--- src/rtl/mul_bus_arbiter.sv ---
// Round-robin master for the shared multiplier slave.
// Grants one requester, writes its operands and a start flag to the slave,
// waits for ready, reads the product back and pulses done for that requester.
// Optional build macro MUL_TIMEOUT_EN adds a WAIT watchdog that aborts the
// job with err=1 and result=0 after TIMEOUT cycles without ready.
module mul_bus_arbiter #(
  parameter int unsigned NREQ    = 4,
  parameter int unsigned RES_ADR = 3,
  parameter int unsigned TIMEOUT = 255
) (
  input  logic              clk,
  input  logic              rst_n,
  input  logic [NREQ-1:0]   req,
  input  logic [NREQ*16-1:0] req_a,
  input  logic [NREQ*16-1:0] req_b,
  output logic [NREQ-1:0]   gnt,
  output logic [NREQ-1:0]   done,
  output logic [31:0]       result,
  output logic              err,
  output logic              busy,
  output logic              signal,
  output logic [4:0]        w_adr,
  output logic [31:0]       w_data,
  output logic [4:0]        r_adr,
  input  logic [31:0]       r_data,
  input  logic              ready
);

  localparam int unsigned IdxW = (NREQ > 1) ? $clog2(NREQ) : 1;

  typedef enum logic [2:0] {StIdle, StWrA, StWrB, StWrGo, StWait, StClr, StDone} state_e;

  state_e            state_q, state_d;
  logic [IdxW-1:0]   rr_q, rr_d;
  logic [IdxW-1:0]   idx_q, idx_d;
  logic [15:0]       a_q, a_d, b_q, b_d;
  logic [NREQ-1:0]   gnt_q, gnt_d, done_q, done_d;
  logic [31:0]       result_q, result_d;
  logic              busy_q, busy_d;
  logic              signal_q, signal_d;
  logic [4:0]        w_adr_q, w_adr_d;
  logic [31:0]       w_data_q, w_data_d;
  logic              win_found;
  logic [IdxW-1:0]   win_idx;

`ifdef MUL_TIMEOUT_EN
  localparam int unsigned CntW = $clog2(TIMEOUT + 1);
  logic [CntW-1:0]   cnt_q, cnt_d;
  logic              abort_q, abort_d;
  logic              err_q, err_d;
  assign err = err_q;
`else
  assign err = 1'b0;
`endif

  assign gnt    = gnt_q;
  assign done   = done_q;
  assign result = result_q;
  assign busy   = busy_q;
  assign signal = signal_q;
  assign w_adr  = w_adr_q;
  assign w_data = w_data_q;
  assign r_adr  = 5'(RES_ADR);

  // Round-robin search: first set req bit strictly after rr_q, wrapping.
  always_comb begin
    int j;
    j         = 0;
    win_found = 1'b0;
    win_idx   = rr_q;
    for (int k = 1; k <= int'(NREQ); k++) begin
      j = int'(rr_q) + k;
      if (j >= int'(NREQ)) j = j - int'(NREQ);
      if (!win_found && req[j]) begin
        win_found = 1'b1;
        win_idx   = IdxW'(j);
      end
    end
  end

  // Next state plus the registered value of every output for the next cycle.
  always_comb begin
    state_d  = state_q;
    rr_d     = rr_q;
    idx_d    = idx_q;
    a_d      = a_q;
    b_d      = b_q;
    gnt_d    = '0;
    done_d   = '0;
    result_d = result_q;
    signal_d = 1'b0;
    w_adr_d  = w_adr_q;
    w_data_d = w_data_q;
`ifdef MUL_TIMEOUT_EN
    cnt_d    = cnt_q;
    abort_d  = abort_q;
    err_d    = 1'b0;
`endif
    unique case (state_q)
      StIdle: begin
        if (win_found) begin
          idx_d          = win_idx;
          a_d            = req_a[16*win_idx +: 16];
          b_d            = req_b[16*win_idx +: 16];
          gnt_d[win_idx] = 1'b1;
          state_d        = StWrA;
`ifdef MUL_TIMEOUT_EN
          abort_d        = 1'b0;
`endif
        end
      end
      StWrA: begin
        signal_d = 1'b1;
        w_adr_d  = 5'd1;
        w_data_d = {16'h0, a_q};
        state_d  = StWrB;
      end
      StWrB: begin
        signal_d = 1'b1;
        w_adr_d  = 5'd2;
        w_data_d = {16'h0, b_q};
        state_d  = StWrGo;
      end
      StWrGo: begin
        // ready in this cycle belongs to a stale job, so it is not looked at.
        signal_d = 1'b1;
        w_adr_d  = 5'd0;
        w_data_d = 32'd1;
        state_d  = StWait;
`ifdef MUL_TIMEOUT_EN
        cnt_d    = '0;
`endif
      end
      StWait: begin
        w_adr_d  = 5'd0;
        w_data_d = 32'd1;
        if (ready) begin
          result_d = r_data;
          state_d  = StClr;
        end
`ifdef MUL_TIMEOUT_EN
        else if (cnt_q == CntW'(TIMEOUT - 1)) begin
          result_d = 32'd0;
          abort_d  = 1'b1;
          state_d  = StClr;
        end else begin
          cnt_d = cnt_q + CntW'(1);
        end
`endif
      end
      StClr: begin
        signal_d = 1'b1;
        w_adr_d  = 5'd0;
        w_data_d = 32'd0;
        state_d  = StDone;
      end
      StDone: begin
        done_d[idx_q] = 1'b1;
        rr_d          = idx_q;
        state_d       = StIdle;
`ifdef MUL_TIMEOUT_EN
        err_d         = abort_q;
`endif
      end
      default: state_d = StIdle;
    endcase
    busy_d = (state_d != StIdle);
  end

  // State and output registers; reset abandons any job without a done pulse.
  always_ff @(posedge clk or negedge rst_n) begin
    if (!rst_n) begin
      state_q  <= StIdle;
      rr_q     <= IdxW'(NREQ - 1);
      idx_q    <= '0;
      a_q      <= '0;
      b_q      <= '0;
      gnt_q    <= '0;
      done_q   <= '0;
      result_q <= '0;
      busy_q   <= 1'b0;
      signal_q <= 1'b0;
      w_adr_q  <= '0;
      w_data_q <= '0;
`ifdef MUL_TIMEOUT_EN
      cnt_q    <= '0;
      abort_q  <= 1'b0;
      err_q    <= 1'b0;
`endif
    end else begin
      state_q  <= state_d;
      rr_q     <= rr_d;
      idx_q    <= idx_d;
      a_q      <= a_d;
      b_q      <= b_d;
      gnt_q    <= gnt_d;
      done_q   <= done_d;
      result_q <= result_d;
      busy_q   <= busy_d;
      signal_q <= signal_d;
      w_adr_q  <= w_adr_d;
      w_data_q <= w_data_d;
`ifdef MUL_TIMEOUT_EN
      cnt_q    <= cnt_d;
      abort_q  <= abort_d;
      err_q    <= err_d;
`endif
    end
  end

endmodule

--- config.mk ---
export PLATFORM = sky130hd
export DESIGN_NAME = mul_bus_arbiter
export DESIGN_NICKNAME = d
export VERILOG_FILES = /design/src/rtl/mul_bus_arbiter.sv
export SDC_FILE = /design/constraint.sdc
export NUM_CORES = 1
export LEC_CHECK = 0
export CORE_UTILIZATION = 43
export CTS_CLUSTER_SIZE = 16
export DETAILED_ROUTE_END_ITERATION = 6
export GPL_ROUTABILITY_DRIVEN = 0
export MAX_ROUTING_LAYER = met4
export PLACE_DENSITY = 0.82
export REMOVE_ABC_BUFFERS = 1
export SLEW_MARGIN = 20
export SYNTH_ARGS = -nofsm -noshare
export SYNTH_HDL_FRONTEND = slang
export SYNTH_SLANG_ARGS = --single-unit
--- constraint.sdc ---
create_clock -name clk -period 2 [get_ports clk]
set_input_delay 0.2 -clock clk [delete_from_list [all_inputs] [get_ports clk]]
set_output_delay 0.2 -clock clk [all_outputs]
set_load 0.01 [all_outputs]
==> results.md, run 1 <==
* Ports at 252
* Final instance area at 0.00847 mm^2
* H-tree levels at 3
* First-pass DRT Iterations at 5
* Antenna Diode Count at 0
* Worst reg2reg path depth at 7
* Simple-Gate Fraction of Synth Area at 12.3%
* Critical Path Max Stage Delay at between 0.5 and 0.6 ns
* CTS tree: done
* Die Wd at around 120 um
* Yosys Warn Count at 0
* Seq/Total Area, Yosys at 43.6%
* Clock Skews at 0.00911 ns
* Final Hold Viols at 0
* Highest clock rate at 0.517 GHz
* Xor-xnor portion of the synthesized cell area at 0%
* RSZ-0062 raised after global routing: false
* Clock sink count at 99
* Slew headroom at between 40 and 50%
* Starting Density at 44.5%
* First-pass GRT wire length at roughly 26,000 um
* Final HPWL from detailed placement at 12,700 um
* Max-cap violations at 0
* CP dominant cell by count: buf_4
* Final min period at around 1.9 ns
* DRT iter0 DRCs at 245
* Period utilization at a little over nine tenths
* Slew Limit Fails at 0
* Root buffer cell: clkbuf_16
* Seq pwr share at 30.9%
* Layout cell share with drive strength beyond 1 at between 10% and 20%
* Crit start category: flip-flop
* Final nets at 928
* Net Sw Power at 4.23 mW
* Post-DRT Antenna Nets at 0
* DP Area at 0.00812 mm^2
* WS Path Type: flip-flop to flip-flop
* Worst-path clk slew at approximately 0.07 ns
* Total track usage at 26.0%
* Post-synthesis compound-gate area fraction at 20.5%
* Rows at slightly above 40
* Worst slew pin tran at 0.834 ns
* Max Root-Sink Buffers at 2
* Drt wl/cell at 18.3 um
* Wirelength, routed at 17,200 um
* Post-CTS Setup Inserts at 0
* Mapped Area at 0.00569 mm^2
* Worst-skew pair later-pin latency at 0.34 ns
* Worst Path Arrival at between 2 and 2.5 ns
* Mux cell area share after synthesis at about 15%
* Leak Pwr at approximately 3.6 nW
* Mapped Avg Cell Area at 10.3 um^2
* Adder-cell share of the synthesized area at 0%
* Main synth FF type: dfrtp_1
* Antenna violations before repair at 0
* Synth area leader: dfrtp_1
* Area Growth Syn to Fin at 48.9%
* Critical path cell sequence: buf_4 > nand2_1 > a21oi_4 > buf_4 > o31ai_1 > a211o_1 > o211ai_2
* Pin count of the biggest net entering global routing at 43
* Switching Share at 38.1%
* Synth async-reset ratio at 100%
* Via density at 5.50
* Via count at 5,162
* FILL cells at 943
* Seq cells post-synth at 99
* Critical Path Sink Type: flip-flop
* Post-synthesis cell count at 550
* Remaining DRCs at 0
* Clock share of power at 16.2%
* Distinct cell type count after synthesis at 44
* TritonCTS Buffers at 9
* PwrDens at 1310 mW/mm^2
* Die area at about 0.014 mm^2
* Synth area leaders: dfrtp_1 (43%), mux2i_1 (8.3%), mux2_2 (6.3%)
* Largest family of logic cells by synthesized area: compound AO/OA/AOI/OAI gates
* Gate power share at between 50% and 60%
* Post-synth EDFFs at 0
* Port-buffer cells at 226
* Outcome: finished clean
* Yosys top cell area share at between 40% and 50%
* Maximum VDD drop at 0.667 mV
* Die Y-Extent at 117 um
* Worst EP required at ~2.3 ns
* Tot Pwr at 11.1 mW
* Hold WC Path Type: input pin to asynchronous set/reset pin
* Grt total ovfl at 0
* CP max-delay cell: dfstp_2
* Core box area at 0.0128 mm^2
* Vias in the first global route at between 5,000 and 6,000
* Final setup vio count at 0
* Pint at 6.86 mW
* Max FO, Critical Path at 13
[critical path, delay by kind of cell, from the launching register on]
kind	cells	cell delay (ns)
AOI/OAI and AO/OA	4	0.73
buffers and inverters	2	0.42
and+or+nand+nor	1	0.12
DFF	1	0.58
[layout make-up]
class / count / area [um^2] / area share [%]
Inverter: 3 / 11.3 / 0.133
Timing Repair Buffer: 258 / 2620 / 31.0
Clock inverter: 6 / 71.3 / 0.842
Multi-Input combinational cell: 390 / 2830 / 33.4
Clock buffer: 10 / 239 / 2.82
Tap cell: 172 / 215 / 2.54
Sequential cell: 99 / 2480 / 29.3
[synth_stat cells, types with 2 or more instances]
master	number
dfrtp_1	97
nand2_1	60
mux2i_1	47
o31ai_1	34
a211o_1	32
mux2_2	32
nand4_1	32
clkbuf_1	27
o211ai_2	27
buf_4	25
nor2_1	24
o21ai_0	20
buf_2	17
a21oi_1	16
o211ai_1	6
buf_1	4
buf_6	4
nor3_1	4
inv_1	3
nand3_1	3
nor4_1	3
o21ai_1	3
or2_2	3
and3_1	2
buf_12	2
conb_1	2
dfstp_2	2
nand2b_1	2
nor2b_1	2
[path summary, 6_finish.rpt]
kind	start	endpoint	slack [ns]
setup / recovery	rr_q[1]$_DFFE_PN1P_	b_q[7]$_DFFE_PN0P_	0.06
hold / removal	rst_n	a_q[8]$_DFFE_PN0P_	0.39
setup reg to reg	rr_q[1]$_DFFE_PN1P_	b_q[7]$_DFFE_PN0P_	0.06
hold reg to reg	b_q[8]$_DFFE_PN0P_	b_q[8]$_DFFE_PN0P_	0.49
max in group asynchronous	rst_n	a_q[10]$_DFFE_PN0P_	0.96
min in group clk	r_data[5]	result[5]$_DFFE_PN0P_	0.47
[state kept, by name, summed over array words and instances, names as in the netlist, 2 cells and up]
name	cells
b_q	16
result	32
w_data	16
state_q	3
rr_q	2
idx_q	2
done	4
a_q	16
gnt	4
w_adr	2
[layout by cell type (no fill, tap or decap), drive strengths merged, types with 2 or more instances in the layout]
cell type      count
clkdlybuf4s50    225
dfrtp             97
nand2             61
mux2i             47
o31ai             34
o211ai            33
nand4             32
a211o             32
mux2              32
buf               32
conb              25
nor2              25
o21ai             23
a21oi             17
clkbuf            10
nor3               5
inv                5
nand3              3
nor4               3
or2                3
and3               3
nand2b             3
clkinvlp           2
dfstp              2
nor2b              2
[metrics by stage]
| step | utilization [%] | TNS (ns) | std cells | hold slack (ns) | setup WS (ns) |
|---|---|---|---|---|---|
| 4_1_cts | 66.2 | 0 | 938 | 0.418 | 0.0323 |
| 2_1_floorplan | - | -61.27 | 492 | -0.0956 | -1.42 |
| 5_1_grt | 66.3 | 0 | 938 | 0.444 | 0.0136 |
| 6_report | 66.3 | 0 | 938 | 0.390 | 0.0643 |
| 3_3_place_gp | 63.6 | -1.52 | 921 | 0.218 | -0.0611 |
| 3_5_place_dp | 63.6 | -2.59 | 921 | 0.226 | -0.109 |
[per-layer routing]
| layer | GRT usage [%] | up-vias | share of wire, % |
|---|---|---|---|
| met5 | - | - | 0 |
| met2 | 44.8 | 278 | 49 |
| met3 | 4.74 | 43 | 7.8 |
| li1 | - | 2393 | - |
| met4 | 12.3 | 0 | 3.3 |
| met1 | 29.1 | 2448 | 40 |
[power by group through the flow]
stage	sequential, mW	combinational, mW	clock (mW)
after floorplan	3.72	2.81	0
after global placement	3.40	5.62	0
after detailed placement	3.46	5.82	0
after CTS	3.43	5.86	1.82
after global routing	3.53	6.35	1.89
final	3.43	5.86	1.80
[cells by family (layout without fill, tap and decap cells)]
kind of cell | after synthesis | in the layout
simple gates | 144 | 144
compound gates | 142 | 142
flops | 99 | 99
buf+inv | 84 | 277
mux | 79 | 79
other cells | 2 | 25
[timing repair]
item / in CTS / in global routing
pin swaps: 0 / 0
endpoints found under the hold margin: 38 / 0
gates resized for setup: 2 / 5
hold buffers: 1 / 0
endpoints found under the setup margin: 9 / 22
No activity file was read; power rests on OpenSTA's default activity.
==> inputs of run 2 (changes only) <==
--- a/config.mk
+++ b/config.mk
@@ -5,6 +5,7 @@
 export SDC_FILE = /design/constraint.sdc
 export NUM_CORES = 1
 export LEC_CHECK = 0
+export CORE_ASPECT_RATIO = 0.7
 export CORE_UTILIZATION = 43
 export CTS_CLUSTER_SIZE = 16
 export DETAILED_ROUTE_END_ITERATION = 6
==> results.md, run 2 (synthesis results as in run 1) <==
* Outcome: finished clean
* Die area at 0.0137 mm^2
* Hold WC Path Type: input pin to asynchronous set/reset pin
* Final min period at 1.88 ns
* CTS tree: done
* Pint at 7.08 mW
* Ports at roughly 250
* Max reg flops at 32
* Wirelength, routed at 17,100 um
* Leak Pwr at 3.63 nW
* FF-to-FF Start: rr_q[0]$_DFFE_PN1P_
* Post-DRT Antenna Nets at 0
* Period utilization at 93.9%
* Starting Density at 44.9%
* Rows at 34
* Root buffer cell: clkbuf_16
* Seq pwr share at 30.2%
* Worst reg2reg path endpoint: a_q[15]$_DFFE_PN0P_
* Net Sw Power at 4.20 mW
* Max FO, Critical Path at 22
* Core box area at between 0.01 and 0.015 mm^2
* FILL cells at 941
* R2R setup slack at 0.12 ns
* Worst reg2reg path depth at 6
* Clock share of power at 17.8%
* Drt wl/cell at 18.3 um
* Worst Path Arrival at roughly 2.1 ns
* Worst-path clk slew at around 0.070 ns
* Slew headroom at a little over two fifths
* Vias in the first global route at 5,303
* Slew Limit Fails at 0
* Die Y-Extent at 98.2 um
* Maximum VDD drop at 0.734 mV
* Via density at 5.57
* Layout cell share with drive strength beyond 1 at about 16%
* Total track usage at 26.1%
* Final setup vio count at 0
* PwrDens at 1330 mW/mm^2
* Hold slack at 0.312 ns
* Worst slew pin tran at 0.870 ns
* Critical Path Sink Type: flip-flop
* Final nets at 932
* Gate power share at 52.0%
* Post-CTS Setup Inserts at 0
* DRT iter0 DRCs at 324
* First-pass DRT Iterations at 5
* TritonCTS Buffers at 9
* Highest clock rate at ~0.53 GHz
* Worst EP required at 2.25 ns
* Grt total ovfl at 0
* Remaining DRCs at 0
* Max-cap violations at 0
* Via count at 5,198
* Area Growth Syn to Fin at 49.6%
* Final Hold Viols at 0
* Clock Skews at 0.00687 ns
* Switching Share at 37.2%
* Pin count of the biggest net entering global routing at 70
* Crit start category: flip-flop
* Final HPWL from detailed placement at about 13,000 um
* Port-buffer cells at between 200 and 250
* WS Path Type: flip-flop to flip-flop
* Clock sink count at 99
* Antenna violations before repair at 1
* Most frequent cells in the layout: clkdlybuf4s50_1 (225), dfrtp_1 (97), nand2_1 (60)
* Fin worst setup slack at 0.121 ns
* Dpl ws at -0.141 ns
* Commonest non-fill, non-tap cell in the layout: clkdlybuf4s50_1
* First-pass GRT wire length at 27,100 um
* Max Root-Sink Buffers at 2
* Die Wd at 139 um
* Tot Pwr at 11.3 mW
* Worst-skew pair later-pin latency at around 0.34 ns
* H-tree levels at 3
==> run 2: area by class of cell <==
cell class                 instances  area, um^2  area share (%)
antenna                            1        2.50          0.0294
clock buffer                      10         239            2.81
clock inverter                     6         113            1.32
multi-input combinational        390        2810            33.1
sequential                        99        2480            29.1
tap                              162         203            2.38
inverter                           3        11.3           0.132
timing repair buffer             262        2650            31.1
==> run 2: metal layers <==
metal,track usage [%],vias up,part of all wire (%)
met3,5.89,21,8.2
met5,-,-,0
met1,32.3,2515,41
met4,9.06,0,1.9
li1,-,2409,-
met2,42.2,253,49
==> run 2: how the worst max path moves through the flow <==
stage,start,to
2_1_floorplan,rr_q[1]$_DFFE_PN1P_,a_q[0]$_DFFE_PN0P_
3_3_place_gp,req[2],b_q[9]$_DFFE_PN0P_
3_5_place_dp,req[2],b_q[6]$_DFFE_PN0P_
4_1_cts,rr_q[0]$_DFFE_PN1P_,b_q[6]$_DFFE_PN0P_
5_1_grt,rr_q[0]$_DFFE_PN1P_,a_q[15]$_DFFE_PN0P_
6_report,rr_q[0]$_DFFE_PN1P_,a_q[15]$_DFFE_PN0P_
==> run 2: timing repair <==
action / 4_1_cts / 5_1_grt
hold buffers: 1 / 0
endpoints found under the hold margin: 22 / 0
setup endpoints to repair: 0 / 9
gates resized for setup: 0 / 2
==> run 2: power groups by stage <==
stage / logic (mW) / registers, mW / clock network (mW)
floorplan: 2.81 / 3.72 / 0
CTS: 5.85 / 3.41 / 2.06
global route: 6.27 / 3.52 / 2.15
detailed placement: 5.83 / 3.43 / 0
global placement: 5.60 / 3.40 / 0
finish: 5.86 / 3.41 / 2.01
==> run 2: critical path, cell delays in order (launching register included) <==
cell and delay (ns):
dfstp_2 0.58, nand2b_2 0.18, o21ai_1 0.11, a221oi_4 0.36, nand2_2 0.16, buf_12 0.20, o211ai_1 0.19
==> run 2: through the flow <==
step / cells / area (um^2) / setup TNS (ns) / utilization (%)
finish: 933 / 8510 / 0 / 67.1
global route: 933 / 8510 / -0.00189 / 67.1
CTS: 932 / 8500 / 0 / 67.1
detailed placement: 915 / 8140 / -2.84 / 64.2
global placement: 915 / 8140 / -1.86 / 64.2
floorplan: 492 / 5280 / -61.27 / -
